<file path="config.mk">
export PLATFORM = sky130hd
export DESIGN_NAME = fp_normalize_round_flat
export DESIGN_NICKNAME = d
export VERILOG_FILES = /design/src/rtl/fp32_pkg.sv /design/src/rtl/fp_normalize_round_if.sv /design/src/rtl/fp_round_rne.sv /design/src/rtl/fp_normalize_round.sv /design/src/flat_wrapper.sv
export SDC_FILE = /design/constraint.sdc
export NUM_CORES = 1
export LEC_CHECK = 0
export CAP_MARGIN = 40
export CORE_MARGIN = 5
export CORE_UTILIZATION = 60
export CTS_BUF_LIST = sky130_fd_sc_hd__clkbuf_4 sky130_fd_sc_hd__clkbuf_8 sky130_fd_sc_hd__clkbuf_16
export DETAILED_ROUTE_END_ITERATION = 12
export PLACE_DENSITY = 0.95
export SYNTH_ARGS = -nofsm -noshare
export SYNTH_HDL_FRONTEND = slang
export SYNTH_SLANG_ARGS = --single-unit
</file>
<file path="constraint.sdc">
create_clock -name clk -period 6.9 [get_ports clk]
set_clock_uncertainty 0.2 [all_clocks]
set_input_delay 2.07 -clock clk [delete_from_list [all_inputs] [get_ports clk]]
set_output_delay 2.07 -clock clk [all_outputs]
set_load 0.05 [all_outputs]
</file>
<file path="src/rtl/fp32_pkg.sv">
// rtl/fp32_pkg.sv - shared fp32 widths, mantissa bit positions, FSM states and pack constants
package fp32_pkg;

  localparam int EXP_W  = 8;
  localparam int MAN_W  = 23;
  localparam int MANX_W = MAN_W + 5;

  localparam logic [EXP_W:0] BIAS    = 9'd127;
  localparam logic [EXP_W:0] EXP_MAX = 9'd255;
  localparam logic [EXP_W:0] EXP_ONE = 9'd1;

  // Extended mantissa layout: carry, hidden, fraction, guard, round, sticky
  localparam int CARRY  = MANX_W - 1;
  localparam int HIDDEN = MANX_W - 2;
  localparam int L_BIT  = 3;
  localparam int G_BIT  = 2;
  localparam int R_BIT  = 1;
  localparam int S_BIT  = 0;

  localparam logic [31:0] QNAN_PACK = 32'h7FC0_0000;
  localparam logic [31:0] INF_PACK  = 32'h7F80_0000;
  localparam logic [31:0] ZERO_PACK = 32'h0000_0000;

  typedef enum logic [1:0] {
    ST_IDLE  = 2'd0,
    ST_NORM  = 2'd1,
    ST_ROUND = 2'd2,
    ST_DONE  = 2'd3
  } state_t;

  // What a single NORM cycle decides to do, in priority order
  typedef enum logic [2:0] {
    NA_ZERO   = 3'd0,
    NA_INF    = 3'd1,
    NA_UNF    = 3'd2,
    NA_RSHIFT = 3'd3,
    NA_READY  = 3'd4,
    NA_LSHIFT = 3'd5
  } norm_act_t;

endpackage

</file>
<file path="src/rtl/fp_normalize_round_if.sv">
// rtl/fp_normalize_round_if.sv - operand/result handshake bundle for the normalize/round stage
interface fp_normalize_round_if;
  import fp32_pkg::*;

  logic              in_valid;
  logic              in_ready;
  logic              in_sign;
  logic [EXP_W-1:0]  in_exp;
  logic [MANX_W-1:0] in_mant;
  logic              out_valid;
  logic              out_ready;
  logic [31:0]       out_result;
  logic              out_overflow;
  logic              out_underflow;
  logic              out_zero;

  modport master (
    output in_valid, in_sign, in_exp, in_mant, out_ready,
    input  in_ready, out_valid, out_result, out_overflow, out_underflow, out_zero
  );

  modport slave (
    input  in_valid, in_sign, in_exp, in_mant, out_ready,
    output in_ready, out_valid, out_result, out_overflow, out_underflow, out_zero
  );

endinterface

</file>
<file path="src/rtl/fp_round_rne.sv">
// rtl/fp_round_rne.sv - round-to-nearest-even increment with mantissa carry-out detection
module fp_round_rne
  import fp32_pkg::*;
(
  input  logic [MANX_W-1:0] mant,
  output logic [MAN_W-1:0]  frac,
  output logic              carry
);

  logic             inc;
  logic [MAN_W+1:0] sum;

  // Round up when above half, or exactly half with an odd LSB; renormalize on carry
  always_comb begin
    inc   = mant[G_BIT] & (mant[L_BIT] | mant[R_BIT] | mant[S_BIT]);
    sum   = mant[CARRY:L_BIT] + {{(MAN_W+1){1'b0}}, inc};
    carry = sum[MAN_W+1];
    frac  = carry ? sum[MAN_W:1] : sum[MAN_W-1:0];
  end

endmodule

</file>
<file path="src/rtl/fp_normalize_round.sv">
// rtl/fp_normalize_round.sv - iterative fp32 normalize, RNE round and pack
module fp_normalize_round
  import fp32_pkg::*;
(
  input  logic                 clk,
  input  logic                 rst_n,
  fp_normalize_round_if.slave  io
);

  state_t            state_q, state_d;
  norm_act_t         act;
  logic              sign_q;
  logic [EXP_W:0]    exp_q;
  logic [MANX_W-1:0] mant_q;
  logic [31:0]       result_q;
  logic              ovf_q, unf_q, zero_q;

  logic [MAN_W-1:0]  rnd_frac;
  logic              rnd_carry;
  logic [EXP_W:0]    rnd_exp;

  fp_round_rne u_round (
    .mant  (mant_q),
    .frac  (rnd_frac),
    .carry (rnd_carry)
  );

  // Exponent after a possible rounding carry; the extra bit keeps overflow visible
  always_comb begin
    rnd_exp = exp_q + {{EXP_W{1'b0}}, rnd_carry};
  end

  // Classify the current NORM cycle; special cases take priority over shifting
  always_comb begin
    if (mant_q == '0)              act = NA_ZERO;
    else if (exp_q == EXP_MAX)     act = NA_INF;
    else if (exp_q == '0)          act = NA_UNF;
    else if (mant_q[CARRY])        act = NA_RSHIFT;
    else if (mant_q[HIDDEN])       act = NA_READY;
    else if (exp_q == EXP_ONE)     act = NA_UNF;
    else                           act = NA_LSHIFT;
  end

  // State register
  always_ff @(posedge clk or negedge rst_n) begin
    if (!rst_n) state_q <= ST_IDLE;
    else        state_q <= state_d;
  end

  // Next-state logic
  always_comb begin
    state_d = state_q;
    case (state_q)
      ST_IDLE:  if (io.in_valid) state_d = ST_NORM;
      ST_NORM: begin
        case (act)
          NA_ZERO, NA_INF, NA_UNF: state_d = ST_DONE;
          NA_RSHIFT, NA_READY:     state_d = ST_ROUND;
          default:                 state_d = ST_NORM;
        endcase
      end
      ST_ROUND: state_d = ST_DONE;
      ST_DONE:  if (io.out_ready) state_d = ST_IDLE;
      default:  state_d = ST_IDLE;
    endcase
  end

  // Outputs: handshakes decode the state, result and flags come from registers
  always_comb begin
    io.in_ready      = (state_q == ST_IDLE);
    io.out_valid     = (state_q == ST_DONE);
    io.out_result    = result_q;
    io.out_overflow  = ovf_q;
    io.out_underflow = unf_q;
    io.out_zero      = zero_q;
  end

  // Operand capture, one-bit-per-cycle normalization, rounding and result packing
  always_ff @(posedge clk or negedge rst_n) begin
    if (!rst_n) begin
      sign_q   <= 1'b0;
      exp_q    <= '0;
      mant_q   <= '0;
      result_q <= ZERO_PACK;
      ovf_q    <= 1'b0;
      unf_q    <= 1'b0;
      zero_q   <= 1'b0;
    end else begin
      case (state_q)
        ST_IDLE: begin
          if (io.in_valid) begin
            sign_q <= io.in_sign;
            exp_q  <= {1'b0, io.in_exp};
            mant_q <= io.in_mant;
          end
        end
        ST_NORM: begin
          case (act)
            NA_ZERO: begin
              result_q <= {sign_q, ZERO_PACK[30:0]};
              zero_q   <= 1'b1;
            end
            NA_INF: begin
              result_q <= {sign_q, INF_PACK[30:0]};
              ovf_q    <= 1'b1;
            end
            NA_UNF: begin
              result_q <= {sign_q, ZERO_PACK[30:0]};
              unf_q    <= 1'b1;
            end
            NA_RSHIFT: begin
              // Bit shifted out is folded into sticky so it still counts for rounding
              mant_q <= {1'b0, mant_q[CARRY:2], mant_q[R_BIT] | mant_q[S_BIT]};
              exp_q  <= exp_q + EXP_ONE;
            end
            NA_LSHIFT: begin
              // Sticky stays set while the rest of the mantissa moves up
              mant_q <= {mant_q[HIDDEN:1], mant_q[S_BIT], mant_q[S_BIT]};
              exp_q  <= exp_q - EXP_ONE;
            end
            default: ;
          endcase
        end
        ST_ROUND: begin
          if (rnd_exp >= EXP_MAX) begin
            result_q <= {sign_q, INF_PACK[30:0]};
            ovf_q    <= 1'b1;
          end else begin
            result_q <= {sign_q, rnd_exp[EXP_W-1:0], rnd_frac};
          end
        end
        ST_DONE: begin
          if (io.out_ready) begin
            result_q <= ZERO_PACK;
            ovf_q    <= 1'b0;
            unf_q    <= 1'b0;
            zero_q   <= 1'b0;
          end
        end
        default: ;
      endcase
    end
  end

endmodule
</file>
<file path="src/flat_wrapper.sv">
// flat-port wrapper written by rule: the top's interface ports become plain ports
module fp_normalize_round_flat import fp32_pkg::*;
  (clk, rst_n, io_in_valid, io_in_sign, io_in_exp, io_in_mant, io_out_ready, io_in_ready, io_out_valid, io_out_result, io_out_overflow, io_out_underflow, io_out_zero);
  fp_normalize_round_if io_i ();
  input  logic clk;
  input  logic rst_n;
  input wire logic [$bits(io_i.in_valid)-1:0] io_in_valid;
  input wire logic [$bits(io_i.in_sign)-1:0] io_in_sign;
  input wire logic [$bits(io_i.in_exp)-1:0] io_in_exp;
  input wire logic [$bits(io_i.in_mant)-1:0] io_in_mant;
  input wire logic [$bits(io_i.out_ready)-1:0] io_out_ready;
  output wire logic [$bits(io_i.in_ready)-1:0] io_in_ready;
  output wire logic [$bits(io_i.out_valid)-1:0] io_out_valid;
  output wire logic [$bits(io_i.out_result)-1:0] io_out_result;
  output wire logic [$bits(io_i.out_overflow)-1:0] io_out_overflow;
  output wire logic [$bits(io_i.out_underflow)-1:0] io_out_underflow;
  output wire logic [$bits(io_i.out_zero)-1:0] io_out_zero;
  assign io_i.in_valid = io_in_valid;
  assign io_i.in_sign = io_in_sign;
  assign io_i.in_exp = io_in_exp;
  assign io_i.in_mant = io_in_mant;
  assign io_i.out_ready = io_out_ready;
  assign io_in_ready = io_i.in_ready;
  assign io_out_valid = io_i.out_valid;
  assign io_out_result = io_i.out_result;
  assign io_out_overflow = io_i.out_overflow;
  assign io_out_underflow = io_i.out_underflow;
  assign io_out_zero = io_i.out_zero;
  fp_normalize_round u_core (.clk(clk), .rst_n(rst_n), .io(io_i));
endmodule
</file>
Word-level counts from Yosys, hierarchy flattened
Cells that the tools add are included.

Reduce and logical (&&, ||, !) cells: 18. Bitwise logic cells: 4. Add/subtract/negate cells: 4. Magnitude comparators: 1. Eq/ne operators: 20. Multiplexer cells: 29.

Operators by type and width (number): 28-bit case mux with 2 select lines (2); 32-bit case mux with 3 select lines (1); 32-bit case mux with 2 select lines (1); 9-bit case mux with 2 select lines (2); 32-bit 2-to-1 mux (1); 31-bit 2-to-1 mux (1); 28-bit zero test (1); 28-bit 2-to-1 mux (1); 25-bit by 1-bit adder with 25-bit output (1); 23-bit 2-to-1 mux (1); 3-bit 2-to-1 mux (6); 2-bit != test (second input constant) (6); 3-bit AND reduction (4); 9-bit by 1-bit adder with 9-bit output (1); 9-bit by 1-bit adder with 9-bit output (second input constant) (1); 9-bit by 1-bit == test with 1-bit output (second input constant) (1); 9-bit by 8-bit == test with 1-bit output (second input constant) (1); 9-bit by 8-bit greater-or-equal comparator with 1-bit output (second input constant) (1); 9-bit zero test (1); 9-bit 2-to-1 mux (1); 9-bit by 1-bit subtractor with 9-bit output (second input constant) (1); 2-bit case mux with 4 select lines (1); 4-bit AND reduction (2); 3-bit by 2-bit == test with 1-bit output (second input constant) (2); 20 further kinds (35).

Output and inout bits: 37. Input port bits: 41. Flip-flop bits (word level): 75.

Logic depth before layout (Yosys ltp)
Depth after elaboration: 11. Depth in mapped cells: 18. Mapped depth without buffers: 15.

Modules after synthesis
A second synthesis with hierarchy kept.

Cells, all modules: 670. Area total of the unflattened synthesis: 5424.0 um2.

Modules (own cells, without submodules): fp_normalize_round (area an instance 4120.2 um2, cells each 467, instances 1, sequential area each 1876.8 um2); fp_round_rne (area an instance 1303.8 um2, cells each 203, instances 1, sequential area each 0.0 um2).

Worst setup path before layout
OpenSTA, ideal clock, no wires.

Path kind: reg-to-reg. Start: register u_core.mant_q[2]. End: register u_core.result_q[6], in the netlist u_core.io.out_result[6]. Arrival: 3.479 ns. Path slack: 3.100 ns. Setup time: 0.121 ns. Data required time: 6.579 ns. Clock period less this slack: 3.800 ns. Stages on the path, launching flop included: 19. Cell sequence: dfrtp_1 -> inv_1 -> nor2_1 -> ha_1 -> nand3_1 -> nor2_1 -> and4_1 -> buf_4 -> nor2_4 -> inv_4 -> buf_6 -> ha_1 -> nand4_1 -> or3_1 -> a2111oi_2 -> nor3b_1 -> buf_2 -> and3_1 -> a22o_1.

Word-level cells in the longest chain between the ends: 6. Elaborated cells on any way between the ends: 15.

RTL lines: from (decl) (RTL line fp_normalize_round.sv:14) `logic [MANX_W-1:0] mant_q;`; from (signal assigned) (RTL line fp_normalize_round.sv:94) `mant_q <= io.in_mant;`; from (signal assigned) (RTL line fp_normalize_round.sv:113) `mant_q <= {1'b0, mant_q[CARRY:2], mant_q[R_BIT] | mant_q[S_BIT]};`; from (signal assigned) (RTL line fp_normalize_round.sv:118) `mant_q <= {mant_q[HIDDEN:1], mant_q[S_BIT], mant_q[S_BIT]};`; 1-bit AND or 28-bit zero test (tied branches) (RTL line fp_round_rne.sv:15, fp_normalize_round.sv:35); 25-bit by 1-bit adder with 25-bit output or 3-bit 2-to-1 mux (tied branches) (RTL line fp_round_rne.sv:16, fp_normalize_round.sv:35); 9-bit by 1-bit adder with 9-bit output, or another cell as far along (RTL line fp_normalize_round.sv:30) `rnd_exp = exp_q + {{EXP_W{1'b0}}, rnd_carry};`; 9-bit by 8-bit greater-or-equal comparator with 1-bit output or 2-bit OR reduction (tied branches); 31-bit 2-to-1 mux or 3-bit != test (tied branches); 32-bit case mux with 3 select lines or 3-bit AND reduction (tied branches); to (signal assigned) (RTL line fp_normalize_round.sv:100) `result_q <= {sign_q, ZERO_PACK[30:0]};`; to (signal assigned) (RTL line fp_normalize_round.sv:126) `result_q <= {sign_q, INF_PACK[30:0]};`; to (signal assigned) (RTL line fp_normalize_round.sv:129) `result_q <= {sign_q, rnd_exp[EXP_W-1:0], rnd_frac};`; to (decl) (RTL line fp_normalize_round.sv:15) `logic [31:0] result_q;`.

Several ways; a longest one is shown, not always the timed one. A chain may end at the register's enable or synchronous reset.

Worst setup path in the final report
Start: register u_core.mant_q[10]. End: register u_core.result_q[16], in the netlist u_core.io.out_result[16].

Word-level cells in the longest chain between the ends: 6. Elaborated cells on any way between the ends: 14.

RTL lines: branches (longest 6 deep; another with 25-bit by 1-bit adder with 25-bit output); to (signal assigned) (RTL line fp_normalize_round.sv:100); to (signal assigned) (RTL line fp_normalize_round.sv:104) `result_q <= {sign_q, INF_PACK[30:0]};`; to (signal assigned) (RTL line fp_normalize_round.sv:108) `result_q <= {sign_q, ZERO_PACK[30:0]};`.

Parallel ways; which one is timed is not known.

==> impl_metrics.csv <==
group,metric,value,unit
outcome,status,"finished, final reports clean",
setup_path,critical_path.top_delay_family,"simple AND/OR/NAND/NOR gates",
global_routing,grt_pass1_wl,28.3,mm
power,ir_worst_vdd,0.348,mV
route,vias,5745,
route,drc,0,
cells_and_area,syn_to_final_growth,17.2,%
sta,rsz0062_at_grt,"no",
clock_network,htree_levels,3,
power,power.density,516,mW/mm^2
global_routing,grt_pass1_vias,5764,
cells_and_area,diodes,0,
synth,synthFlopType,"dfrtp_1",
power,totalPowerFinal,0.00333,W
sta,layout_min_cycle_time,4.79,ns
clock_network,max-clock-path-buffers,2,
floorplanning,pin_count,78,
clock_network,clkTransAtPathRegs,0.08,ns
sta,final-setup-viol-count,0,
floorplanning,die_h,106,um
setup_path,ff2ff_setup_slack,2.11,ns
sta,fmax,209,MHz
clock_network,ctsHoldBuffers,0,
global_routing,grt_usage,31.1,%
cells_and_area,finalInstanceArea,0.00644,sq mm
setup_path,critical_path_required,6.98,ns
setup_path,startpoint_type,"flip-flop",
synth,netlist_area,0.00549,sq mm
setup_path,cp_slowest_stage_delay,0.80,ns
power,p_int,0.00155,W
route,drt_pass1_iterations,6,
synth,synth_area_leaders,"dfrtp_1 (34%), nand2_1 (6.4%), nor2_1 (4.6%)",
setup_path,crit_path_end_kind,"flip-flop",
power,combPwrFrac,58.5,%
placement,place_area,0.00622,sq mm
power,p_leak,2.55,nW
synth,ys_seq_area_share,34.2,%
placement,dp_hpwl,12.3,mm
floorplanning,coreArea,0.00906,sq mm
setup_path,r2r-end,"u_core.io.out_result[16]",
worst_hold_path,holdPathStages,2,
global_routing,grt_max_degree,52,
clock_network,post_cts_buffers,0,
worst_hold_path,min_to,"u_core.io.out_result[12]",
setup_path,r2r_start,"u_core.mant_q[10]",
sta,tightest_slew,0.889,ns
sta,tns,0,ns
clock_network,numCtsBuffers,9,
floorplanning,die_w,106,um
cells_and_area,drive_gt1_share,7.04,%
route,drtIter0Drc,589,
sta,finalHoldViolCount,0,
worst_hold_path,hp-class,"reg2reg",
setup_path,cp.arrival,4.86,ns
placement,port_buffers,77,
global_routing,antenna_found_initial,0,
synth,yosysWarnings,0,
power,netSwitchingFraction,53.5,%
clock_network,cts_root_buffer,"clkbuf_8",
flow_run,maxCapViolCount,0,
synth,synth_top_area_share,34.2,%
worst_hold_path,min_from,"u_core.io.out_result[12]",
synth,yosysTopAreaCell,"dfrtp_1",
placement,post-place-ws,2.31,ns
sta,relSlewSlack,40.8,%
route,drt_wl_total,17.2,mm
setup_path,path_cells,"nand4_2, nor3_4, and4_1, nor2_4, inv_4, ha_1, nand4_1, nor2_1, xnor2_1, nor3b_2, o311ai_0, o211ai_1",
sta,setup_ws,2.11,ns
route,detail_route.wl_per_cell,20.6,um
power,pwr-share-seq,29.9,%
clock_network,cts_tree,"yes",
synth,avgSynthCellArea,8.01,sq um
placement,place_inst,819,
synth,syn_nets,735,
setup_path,slowest_stage,"nor3b_2",
floorplanning,die_area,0.0112,sq mm
power,p_sw,0.00178,W
floorplanning,start_util,60.6,%
clock_network,clock_latency,0.36,ns
synth,synth_seq_cells,75,
route,ant_nets,0,
cells_and_area,fin_cells,835,
power,clkPwrFrac,11.6,%
clock_network,cts_resized,0,
cells_and_area,regArea,0.00188,sq mm
clock_network,cts_sinks,75,
sta,fin_crit_sh,69.4,%
setup_path,path_class,"reg2reg",
setup_path,cp_num_buf_inv,1,
cells_and_area,multi_input_area,0.00320,sq mm
cells_and_area,nets,768,
cells_and_area,fill_cells,692,
setup_path,ff2ff_path_depth,12,
route,viasPerCell,6.88,
placement,routabilityCongestion,0.980,
floorplanning,rows,35,
setup_path,crit_fanout,20,
synth,async_flop_share,100,%
synth,synth_cell_type_count,70,
synth,synth_edf_count,0,
sta,maxSlewViolCount,0,
synth,syn_inst,686,
global_routing,grt_overflow,0,
## power groups by stage
stage                     Clock (W)  Sequential (W)  Combinational (W)
after floorplan                   0         0.00102            0.00133
after global placement            0        0.000981            0.00180
after detailed placement          0        0.000980            0.00191
after CTS                  0.000390        0.000971            0.00192
after global routing       0.000412         0.00102            0.00210
final                      0.000387        0.000994            0.00195
## metal layers
layer | up-vias | GRT usage, % | share of wire [%]
li1 | 2590 | - | -
met1 | 2691 | 40.1 | 39
met2 | 381 | 50.3 | 48
met3 | 83 | 5.33 | 9.2
met4 | 0 | 15.4 | 4.0
met5 | - | 0 | 0
## kinds of logic (layout without fill, tap and decap cells)
family,after synthesis,in the layout,synth area share [%]
compound gates,216,216,29.0
xor+xnor,19,19,3.03
fa+ha+maj,8,8,1.82
buf+inv,94,132,7.97
flops,75,75,34.2
mux,5,5,0.934
simple gates,269,269,23.1
## worst min-delay path, cell delays in order (launching register included)
cell and delay (ns):
dfrtp_1 0.34, nand2_1 0.06, o41ai_1 0.06
## Yosys cell counts (all sizes together), types with 8 or more instances
master and instances:
nand2 93, dfrtp 75, nor2 69, a21oi 35, buf 34, clkbuf 31, o21ai 30, inv 29
o31ai 27, nand3 26, a211oi 23, nor3 20, nand4 19, o211ai 16, xnor2 16, a32o 13
nor4 11, a31oi 9, o22a 9, ha 8
## area by class of cell
type                            count  area share [%]
Clock buffer                       10            2.14
Clock inverter                      6            1.34
Inverter                           29            1.73
Multi-Input combinational cell    517            49.7
Sequential cell                    75            29.1
Tap cell                          111            2.16
Timing Repair Buffer               87            13.8
## registers in the layout (all words and copies together) (netlist names), named ones only
signal                   count
u_core.io.out_overflow       1
u_core.exp_q                 9
u_core.sign_q                1
u_core.io.out_underflow      1
u_core.state_q               1
u_core.io.out_zero           1
u_core.mant_q               28
u_core.io.out_result        32
## cell usage in the layout (no fill, tap or decap), types with 3 or more instances in the layout
master / netlist / final
mux2i_1: 4 / 4
nand4_1: 18 / 18
inv_1: 28 / 28
or2_2: 5 / 5
a21boi_0: 5 / 5
o41ai_1: 4 / 4
o2111ai_1: 3 / 3
o211a_1: 4 / 4
xor2_1: 3 / 3
buf_4: 7 / 8
o21ai_0: 28 / 28
and2_1: 3 / 3
and4_1: 4 / 4
or3_1: 7 / 7
a311o_1: 3 / 3
and3_1: 7 / 7
o22a_1: 9 / 9
a211oi_1: 23 / 23
nor3_1: 19 / 19
a22o_1: 5 / 5
nand3_1: 26 / 26
a32o_1: 13 / 13
clkbuf_8: 0 / 10
xnor2_1: 16 / 16
a21o_1: 3 / 3
o31ai_1: 27 / 26
dfrtp_1: 75 / 75
a31oi_1: 8 / 8
o211ai_1: 15 / 15
o21a_1: 3 / 3
nor4_1: 10 / 10
ha_1: 8 / 8
nor2_1: 67 / 66
nand2_1: 93 / 93
clkdlybuf4s50_1: 0 / 76
a21oi_1: 35 / 35
## how the worst max path moves through the flow
stage,endpoint,slack (ns),startpoint,cells after the start
2_1_floorplan,u_core.io.out_result[6],3.10,u_core.mant_q[2],18
3_3_place_gp,u_core.io.out_result[8],2.13,u_core.mant_q[2],15
3_5_place_dp,u_core.io.out_result[16],2.31,u_core.mant_q[13],12
4_1_cts,u_core.io.out_result[16],2.29,u_core.mant_q[10],12
5_1_grt,u_core.io.out_result[8],1.79,u_core.mant_q[13],12
6_report,u_core.io.out_result[16],2.11,u_core.mant_q[10],12
## metrics by stage
stage	hold slack, ns	utilization, %
finish	0.289	71.0
global route	0.319	71.0
CTS	0.294	71.0
detailed placement	0.269	68.6
global placement	0.258	67.7
floorplan	0.279	-
(Power assumes the default switching activity.)
